==> src/rtl/run_ctrl.sv <==
// run_ctrl: start/stop sequencer for NUM_CORES single-cycle MIPS cores.
// Holds core reset for RST_HOLD cycles after start, then counts RUN cycles
// until every core has parked its PC (halt) or MAX_CYCLES elapse (timeout).
// Optional feature macro: RUN_CTRL_HALT_PC_EN adds the halt_pc output, which
// captures each core's PC on the edge its halted flag sets.
module run_ctrl #(
    parameter int unsigned NUM_CORES   = 1,
    parameter int unsigned PC_W        = 32,
    parameter int unsigned CNT_W       = 32,
    parameter int unsigned RST_HOLD    = 4,
    parameter int unsigned HALT_REPEAT = 3,
    parameter int unsigned MAX_CYCLES  = 100000
) (
    input  logic                      clk,
    input  logic                      reset,
    input  logic                      start,
    input  logic [NUM_CORES*PC_W-1:0] core_pc,
    output logic [NUM_CORES-1:0]      core_rst,
    output logic                      busy,
    output logic                      done,
    output logic                      timeout,
    output logic [NUM_CORES-1:0]      halted,
    output logic [CNT_W-1:0]          cycle_cnt
`ifdef RUN_CTRL_HALT_PC_EN
    ,
    output logic [NUM_CORES*PC_W-1:0] halt_pc
`endif
);

    localparam int unsigned HOLD_W = (RST_HOLD > 1) ? $clog2(RST_HOLD) : 1;
    localparam int unsigned STB_W  = $clog2(HALT_REPEAT + 1);

    localparam logic [HOLD_W-1:0] HOLD_LAST = HOLD_W'(RST_HOLD - 1);
    localparam logic [STB_W-1:0]  STB_MAX   = STB_W'(HALT_REPEAT);
    localparam logic [CNT_W-1:0]  CNT_MAX   = CNT_W'(MAX_CYCLES);

    typedef enum logic [1:0] {
        S_IDLE,
        S_HOLD,
        S_RUN,
        S_DONE
    } state_t;

    state_t                              state_q, state_d;
    logic [HOLD_W-1:0]                   hold_cnt_q, hold_cnt_d;
    logic [CNT_W-1:0]                    cycle_cnt_q, cycle_cnt_d;
    logic [NUM_CORES-1:0]                halted_q, halted_d;
    logic                                timeout_q, timeout_d;
    logic                                busy_q, busy_d;
    logic                                done_q, done_d;
    logic [NUM_CORES-1:0]                core_rst_q, core_rst_d;
    logic [NUM_CORES-1:0][PC_W-1:0]      prev_pc_q, prev_pc_d;
    logic [NUM_CORES-1:0]                pc_valid_q, pc_valid_d;
    logic [NUM_CORES-1:0][STB_W-1:0]     stable_q, stable_d;

    logic                                start_go;
    logic [NUM_CORES-1:0]                halt_set;

    assign start_go = start && ((state_q == S_IDLE) || (state_q == S_DONE));

    // Next-state, counters, halt detection and registered output values
    always_comb begin
        state_d     = state_q;
        hold_cnt_d  = hold_cnt_q;
        cycle_cnt_d = cycle_cnt_q;
        halted_d    = halted_q;
        timeout_d   = timeout_q;
        busy_d      = busy_q;
        done_d      = done_q;
        core_rst_d  = core_rst_q;
        prev_pc_d   = prev_pc_q;
        pc_valid_d  = pc_valid_q;
        stable_d    = stable_q;
        halt_set    = '0;

        case (state_q)
            S_IDLE, S_DONE: begin
                if (start_go) begin
                    state_d     = S_HOLD;
                    hold_cnt_d  = '0;
                    cycle_cnt_d = '0;
                    halted_d    = '0;
                    timeout_d   = 1'b0;
                    stable_d    = '0;
                    pc_valid_d  = '0;
                    busy_d      = 1'b1;
                    done_d      = 1'b0;
                    core_rst_d  = '1;
                end
            end

            S_HOLD: begin
                if (hold_cnt_q == HOLD_LAST) begin
                    state_d    = S_RUN;
                    core_rst_d = '0;
                    pc_valid_d = '0;
                end else begin
                    hold_cnt_d = hold_cnt_q + 1'b1;
                end
            end

            S_RUN: begin
                cycle_cnt_d = cycle_cnt_q + 1'b1;
                for (int unsigned i = 0; i < NUM_CORES; i++) begin
                    prev_pc_d[i]  = core_pc[i*PC_W +: PC_W];
                    pc_valid_d[i] = 1'b1;
                    if (pc_valid_q[i] && (core_pc[i*PC_W +: PC_W] == prev_pc_q[i])) begin
                        // Saturate so a long-parked core never wraps the counter
                        stable_d[i] = (stable_q[i] == STB_MAX) ? STB_MAX : stable_q[i] + 1'b1;
                    end else begin
                        stable_d[i] = '0;
                    end
                    if (!halted_q[i] && (stable_d[i] == STB_MAX)) begin
                        halt_set[i] = 1'b1;
                    end
                end
                halted_d = halted_q | halt_set;

                // Halt takes priority over a timeout landing on the same edge
                if (&halted_d) begin
                    state_d   = S_DONE;
                    timeout_d = 1'b0;
                    busy_d    = 1'b0;
                    done_d    = 1'b1;
                end else if (cycle_cnt_d == CNT_MAX) begin
                    state_d   = S_DONE;
                    timeout_d = 1'b1;
                    busy_d    = 1'b0;
                    done_d    = 1'b1;
                end
            end

            default: begin
                state_d = S_IDLE;
            end
        endcase
    end

    // State and counter registers; async reset parks cores in reset
    always_ff @(posedge clk or negedge reset) begin
        if (!reset) begin
            state_q     <= S_IDLE;
            hold_cnt_q  <= '0;
            cycle_cnt_q <= '0;
            halted_q    <= '0;
            timeout_q   <= 1'b0;
            busy_q      <= 1'b0;
            done_q      <= 1'b0;
            core_rst_q  <= '1;
            prev_pc_q   <= '0;
            pc_valid_q  <= '0;
            stable_q    <= '0;
        end else begin
            state_q     <= state_d;
            hold_cnt_q  <= hold_cnt_d;
            cycle_cnt_q <= cycle_cnt_d;
            halted_q    <= halted_d;
            timeout_q   <= timeout_d;
            busy_q      <= busy_d;
            done_q      <= done_d;
            core_rst_q  <= core_rst_d;
            prev_pc_q   <= prev_pc_d;
            pc_valid_q  <= pc_valid_d;
            stable_q    <= stable_d;
        end
    end

    assign core_rst  = core_rst_q;
    assign busy      = busy_q;
    assign done      = done_q;
    assign timeout   = timeout_q;
    assign halted    = halted_q;
    assign cycle_cnt = cycle_cnt_q;

`ifdef RUN_CTRL_HALT_PC_EN
    logic [NUM_CORES-1:0][PC_W-1:0] halt_pc_q, halt_pc_d;

    // Capture each core's parked PC on the edge its halt flag sets
    always_comb begin
        halt_pc_d = halt_pc_q;
        if (start_go) begin
            halt_pc_d = '0;
        end
        for (int unsigned i = 0; i < NUM_CORES; i++) begin
            if (halt_set[i]) begin
                halt_pc_d[i] = core_pc[i*PC_W +: PC_W];
            end
        end
    end

    // Halt-PC capture registers
    always_ff @(posedge clk or negedge reset) begin
        if (!reset) begin
            halt_pc_q <= '0;
        end else begin
            halt_pc_q <= halt_pc_d;
        end
    end

    assign halt_pc = halt_pc_q;
`else
    // No halt-PC capture: halt_set only feeds the halted flags
`endif

endmodule

==> config.mk <==
export PLATFORM = sky130hd
export DESIGN_NAME = run_ctrl
export DESIGN_NICKNAME = d
export VERILOG_FILES = /design/src/rtl/run_ctrl.sv
export SDC_FILE = /design/constraint.sdc
export NUM_CORES = 1
export LEC_CHECK = 0
export BUFFER_PORTS_ARGS = -buffer_cell sky130_fd_sc_hd__buf_2
export CAP_MARGIN = 40
export CORE_UTILIZATION = 52
export CTS_CLUSTER_SIZE = 16
export DETAILED_ROUTE_END_ITERATION = 16
export PLACE_DENSITY = 0.77
export SLEW_MARGIN = 25
export SYNTH_ARGS = -nofsm -noshare
export SYNTH_HDL_FRONTEND = slang
export SYNTH_SLANG_ARGS = --single-unit
==> constraint.sdc <==
create_clock -name clk -period 3 [get_ports clk]
set_input_delay 0.15 -clock clk [delete_from_list [all_inputs] [get_ports clk]]
set_output_delay 0.15 -clock clk [all_outputs]
set_load 0.05 [all_outputs]
# Word-level counts from Yosys, hierarchy flattened
# Cells that the tools add are included.
# totals
reg_bits	76
inputBits	35
word_cells	72
# op_classes
addsub	3
eq_ne	12
muxes	30
n_bitwise	1
n_reduce_logical	15
# op_table
cell	n
$pmux W32 S2	1
$add A32 B1 Y32 const B	1
$eq A32 B17 Y1 const B	1
$eq A32 B32 Y1	1
$mux W32	1
$mux W2	9
$reduce_and A3 Y1	4
$eq A2 B2 Y1 const B	5
$mux W1	10
$pmux W1 S2	5
$pmux W2 S2	2
$ne A2 B2 Y1 const B	3
$pmux W2 S3	1
$add A2 B1 Y2 const B	2
$reduce_and A2 Y1	2
$reduce_bool A2 Y1	2
$logic_and A1 B1 Y1	3
$ne A3 B3 Y1 const B	1
$pmux W1 S3	1
$eq A2 B1 Y1 const B	1
$logic_not A2 Y1	1
$reduce_or A2 Y1	1
$logic_not A1 Y1	1
$logic_or A1 B1 Y1	1
$or A1 B1 Y1	1

# Depth between registers and ports, before layout
# depth
depth_word	11
depth_mapped	10
ltp_nobuf	9

# Worst setup path after synthesis
# Ideal clock, no wire load.
# synth_timing
path_type	register to register
from	reg cycle_cnt_q[11], in the netlist cycle_cnt[11]
to	reg done_q, in the netlist done
setup_ps	132
t_arrival_ps	3131
path_slack_ps	-263
stages_incl_launch_ff	11
path_buffers	2
cell_sequence	dfrtp_1 buf_4 nand4_4 or4_1 buf_2 or3_2 xnor2_1 a2111oi_2 and4_4 o21ai_1 o2bb2ai_1
# synth_via
elab_chain_len	4
# synth_lines
item	line_no	text
start, declared	46	logic [CNT_W-1:0] cycle_cnt_q, cycle_cnt_d;
start signal, assigned	156	cycle_cnt_q <= cycle_cnt_d;
$add A32 B1 Y32	103	cycle_cnt_d = cycle_cnt_q + 1'b1;
$eq A32 B17 Y1	125	end else if (cycle_cnt_d == CNT_MAX) begin
$ne A3 B3 Y1 (no line)	--	
$reduce_and A3 Y1 (no line)	--	
end signal, assigned	160	done_q <= done_d;
end, declared	50	logic done_q, done_d;
# Every way passes these cells.
# A chain may end at the register's enable or synchronous reset.

# Worst setup path after layout
# Ends and elaborated chain as after synthesis.

==> reports/metrics.cfg <==
[run_status]
status=complete, no violations

[logic_synthesis]
synth_area_mm2=0.00451
synth-seq-cells=76
yosys_warnings=0
synth_nets=521
synthCells=480
synth_edf_count=0
synth_ff_type=dfrtp_1
async_flop_share_pct=100
yosysSeqAreaShare_pct=42.2
syn_area_per_cell_um2=9.40
synth_cell_types=64

[floorplan]
dieHeight_um=95.2
die_w_um=95.2
start_util_pct=54.4
row_count=33
dieArea_mm2=0.00906
coreArea_mm2=0.00830
io_pins=72

[detailed_routing]
viasPerCell=6.05
vias=4055
drt_wl_total_mm=11.5
drc_errors=0
routedWlPerCell_um=17.2
antenna_left=0
drtIter0Drc=328
drt_pre_antenna_iters=5

[placement]
placed_cells=653
hpwlAfterDp_mm=8.15
portBuffers=71
dpl_cell_area_mm2=0.00513
place.gp.congestion=0.926

[worst_setup_path]
path_max_fanout=11
worstSetupPathType=reg2reg
cp.arrival_ns=3.03
end_kind=flop
startpoint_type=flop
required_ns=3.24

[pwr]
p_sw_share_pct=38.1
p_int_uw=2360
p_switching_uw=1450
power.leakage_uw=0.00236
combPwrFrac_pct=37.7
powerDensity_mw_per_mm2=710
seq_power_share_pct=39.6
irDropWorstVdd_mv=0.450
power.total_uw=3810
pwr-share-clk_pct=22.7

[sta]
final.setup.tns_ns=0
skew_ns=0.0131
finalMaxSlewViolations=0
setup_viol=0
finalHoldViolCount=0
fin_crit_ns=2.79
max_slew.worst_pin.slew_ns=0.628
slew_headroom_pct=57.8
max_freq_ghz=0.358
rsz0062_at_grt=false
finalCritPeriodShare_pct=93.1

[cts]
clockRootBuffer=clkbuf_8
clockBufferDepth=2
clk_pin_slew_ns=0.10
numCtsBuffers=9
htreeDepth=3
cts_num_sinks=76
cts_tree=built
postCtsSetupRepairBufs=0
clock_latency_ns=0.37

[layout]
design_area_mm2=0.00537
n_antenna_cell=0
final_nets=601
fin_cells=670
drive_gt1_share_pct=31.3
area_growth_pct=18.8

[global_route]
grt_max_degree=55
antenna_found_initial=0
overflow=0
grt_pass1_wl_mm=19.3
grt_pass1_vias=4019
grt_usage_pct=27.6

[worst_hold_path]
hold_class=in2reg

[flow_run]
drv_cap=0

-- metrics by stage --
step	hold WS, ns	setup WS (ns)	util, %
after floorplan	-0.146	0.0158	-
after global placement	0.358	0.0693	61.5
after detailed placement	0.0807	0.0592	61.8
after CTS	0.0289	0.0185	64.5
after global routing	0.0363	0.0497	64.6
final	0.0317	0.207	64.6
-- sequential cells by signal (all words and copies together) (netlist names) --
| signal | flops |
|---|---|
| busy | 1 |
| core_rst | 1 |
| cycle_cnt | 32 |
| done | 1 |
| halted | 1 |
| hold_cnt_q | 2 |
| pc_valid_q | 1 |
| prev_pc_q | 32 |
| stable_q | 2 |
| state_q | 2 |
| timeout | 1 |
-- cells in the final DEF (no fill, tap or decap), types with 3 or more instances in the layout --
cell,n
buf_2,70
dfrtp_1,63
o21ai_0,57
nand2_1,37
mux2_2,35
xor2_1,32
buf_4,29
nand3_1,24
nand4_1,19
a21oi_1,19
nor2_1,17
inv_1,13
nor4_1,12
nor3_1,12
dfrtp_2,12
a31oi_1,11
clkbuf_8,9
and3_1,7
o31ai_1,6
ha_1,6
mux2i_1,5
and4_1,5
xnor2_1,5
and2_1,3
or3_1,3
inv_8,3
-- Yosys cell counts (4+ instances only) --
cell type  count  area (µm²)
nand3_1       24         120
a21oi_1       19        95.1
xnor2_1        5        43.8
buf_1          4        15.0
and3_1         7        43.8
nand2_1       37         139
mux2i_1        5        50.1
nor4_1        12        75.1
nand4_1       19         119
o31ai_1        6        45.0
nor2_1        17        63.8
and4_1         5        43.8
o21ai_0       57         285
inv_1         13        48.8
clkbuf_1      24        90.1
xor2_1        32         280
nor3_1        12        60.1
ha_1           6        75.1
a31oi_1       11        68.8
dfrtp_1       75        1880
mux2_2        35         394
-- layout make-up --
type	instances	area, µm²
well taps	105	131
repair buffers	101	606
clock buffers	9	124
clock inverters	7	88.8
fillers	680	2930
flip-flops and latches	76	1920
multi-input cells	359	2450
inverters	13	48.8
-- power by group through the flow --
stage                     registers, µW  clock network, µW  logic, µW
after floorplan                    1550                  0       1030
after detailed placement           1520                  0       1440
after CTS                          1510                870       1440
after global placement             1500                  0       1370
final                              1510                865       1440
after global routing               1540                914       1590
-- metal layers --
| layer | global-route usage, % | vias to the layer above | share of wire, % |
|---|---|---|---|
| met3 | 4.78 | 27 | 6.9 |
| met4 | 11.6 | 0 | 2.8 |
| li1 | - | 1924 | - |
| met5 | 0 | - | 0 |
| met1 | 36.0 | 1944 | 42 |
| met2 | 45.0 | 160 | 48 |
-- worst max-delay path, stage by stage (launching register included) --
cell and delay (ns):
dfrtp_2 0.47, nand4_4 0.13, or4_4 0.59, or3_4 0.42, xnor2_1 0.15, a2111oi_2 0.33
and4_4 0.31, o21ai_1 0.11, o2bb2ai_1 0.15
-- repair_timing --
item,CTS,global route
gates resized for setup,0,3
setup endpoints to repair,0,5
endpoints found under the hold margin,22,0
hold buffers,1,0
-- final timing paths --
check                                          start                        end  slack, ns  cells after the start
setup / recovery           cycle_cnt[11]$_DFFE_PN0P_           done$_DFFE_PN0P_       0.21                      8
setup reg to reg           cycle_cnt[11]$_DFFE_PN0P_           done$_DFFE_PN0P_       0.21                      8
min in group asynchronous                      reset   cycle_cnt[6]$_DFFE_PN0P_       0.22                      2
max in group asynchronous                      reset       core_rst$_DFFE_PN1P_       2.15                      3
hold reg to reg                     done$_DFFE_PN0P_           done$_DFFE_PN0P_       0.50                      1
hold / removal                           core_pc[20]  prev_pc_q[20]$_DFFE_PN0P_       0.03                      2
-- cell families after synthesis --
kind of cell,synth area share [%]
flip-flops,42.2
XOR/XNOR,7.18
adder cells (fa/ha/maj),1.66
multiplexers,9.84
AO/OA/AOI/OAI,16.2
buffers and inverters,3.91
AND/OR/NAND/NOR,19.1
Power figures use the tool's default switching activity.
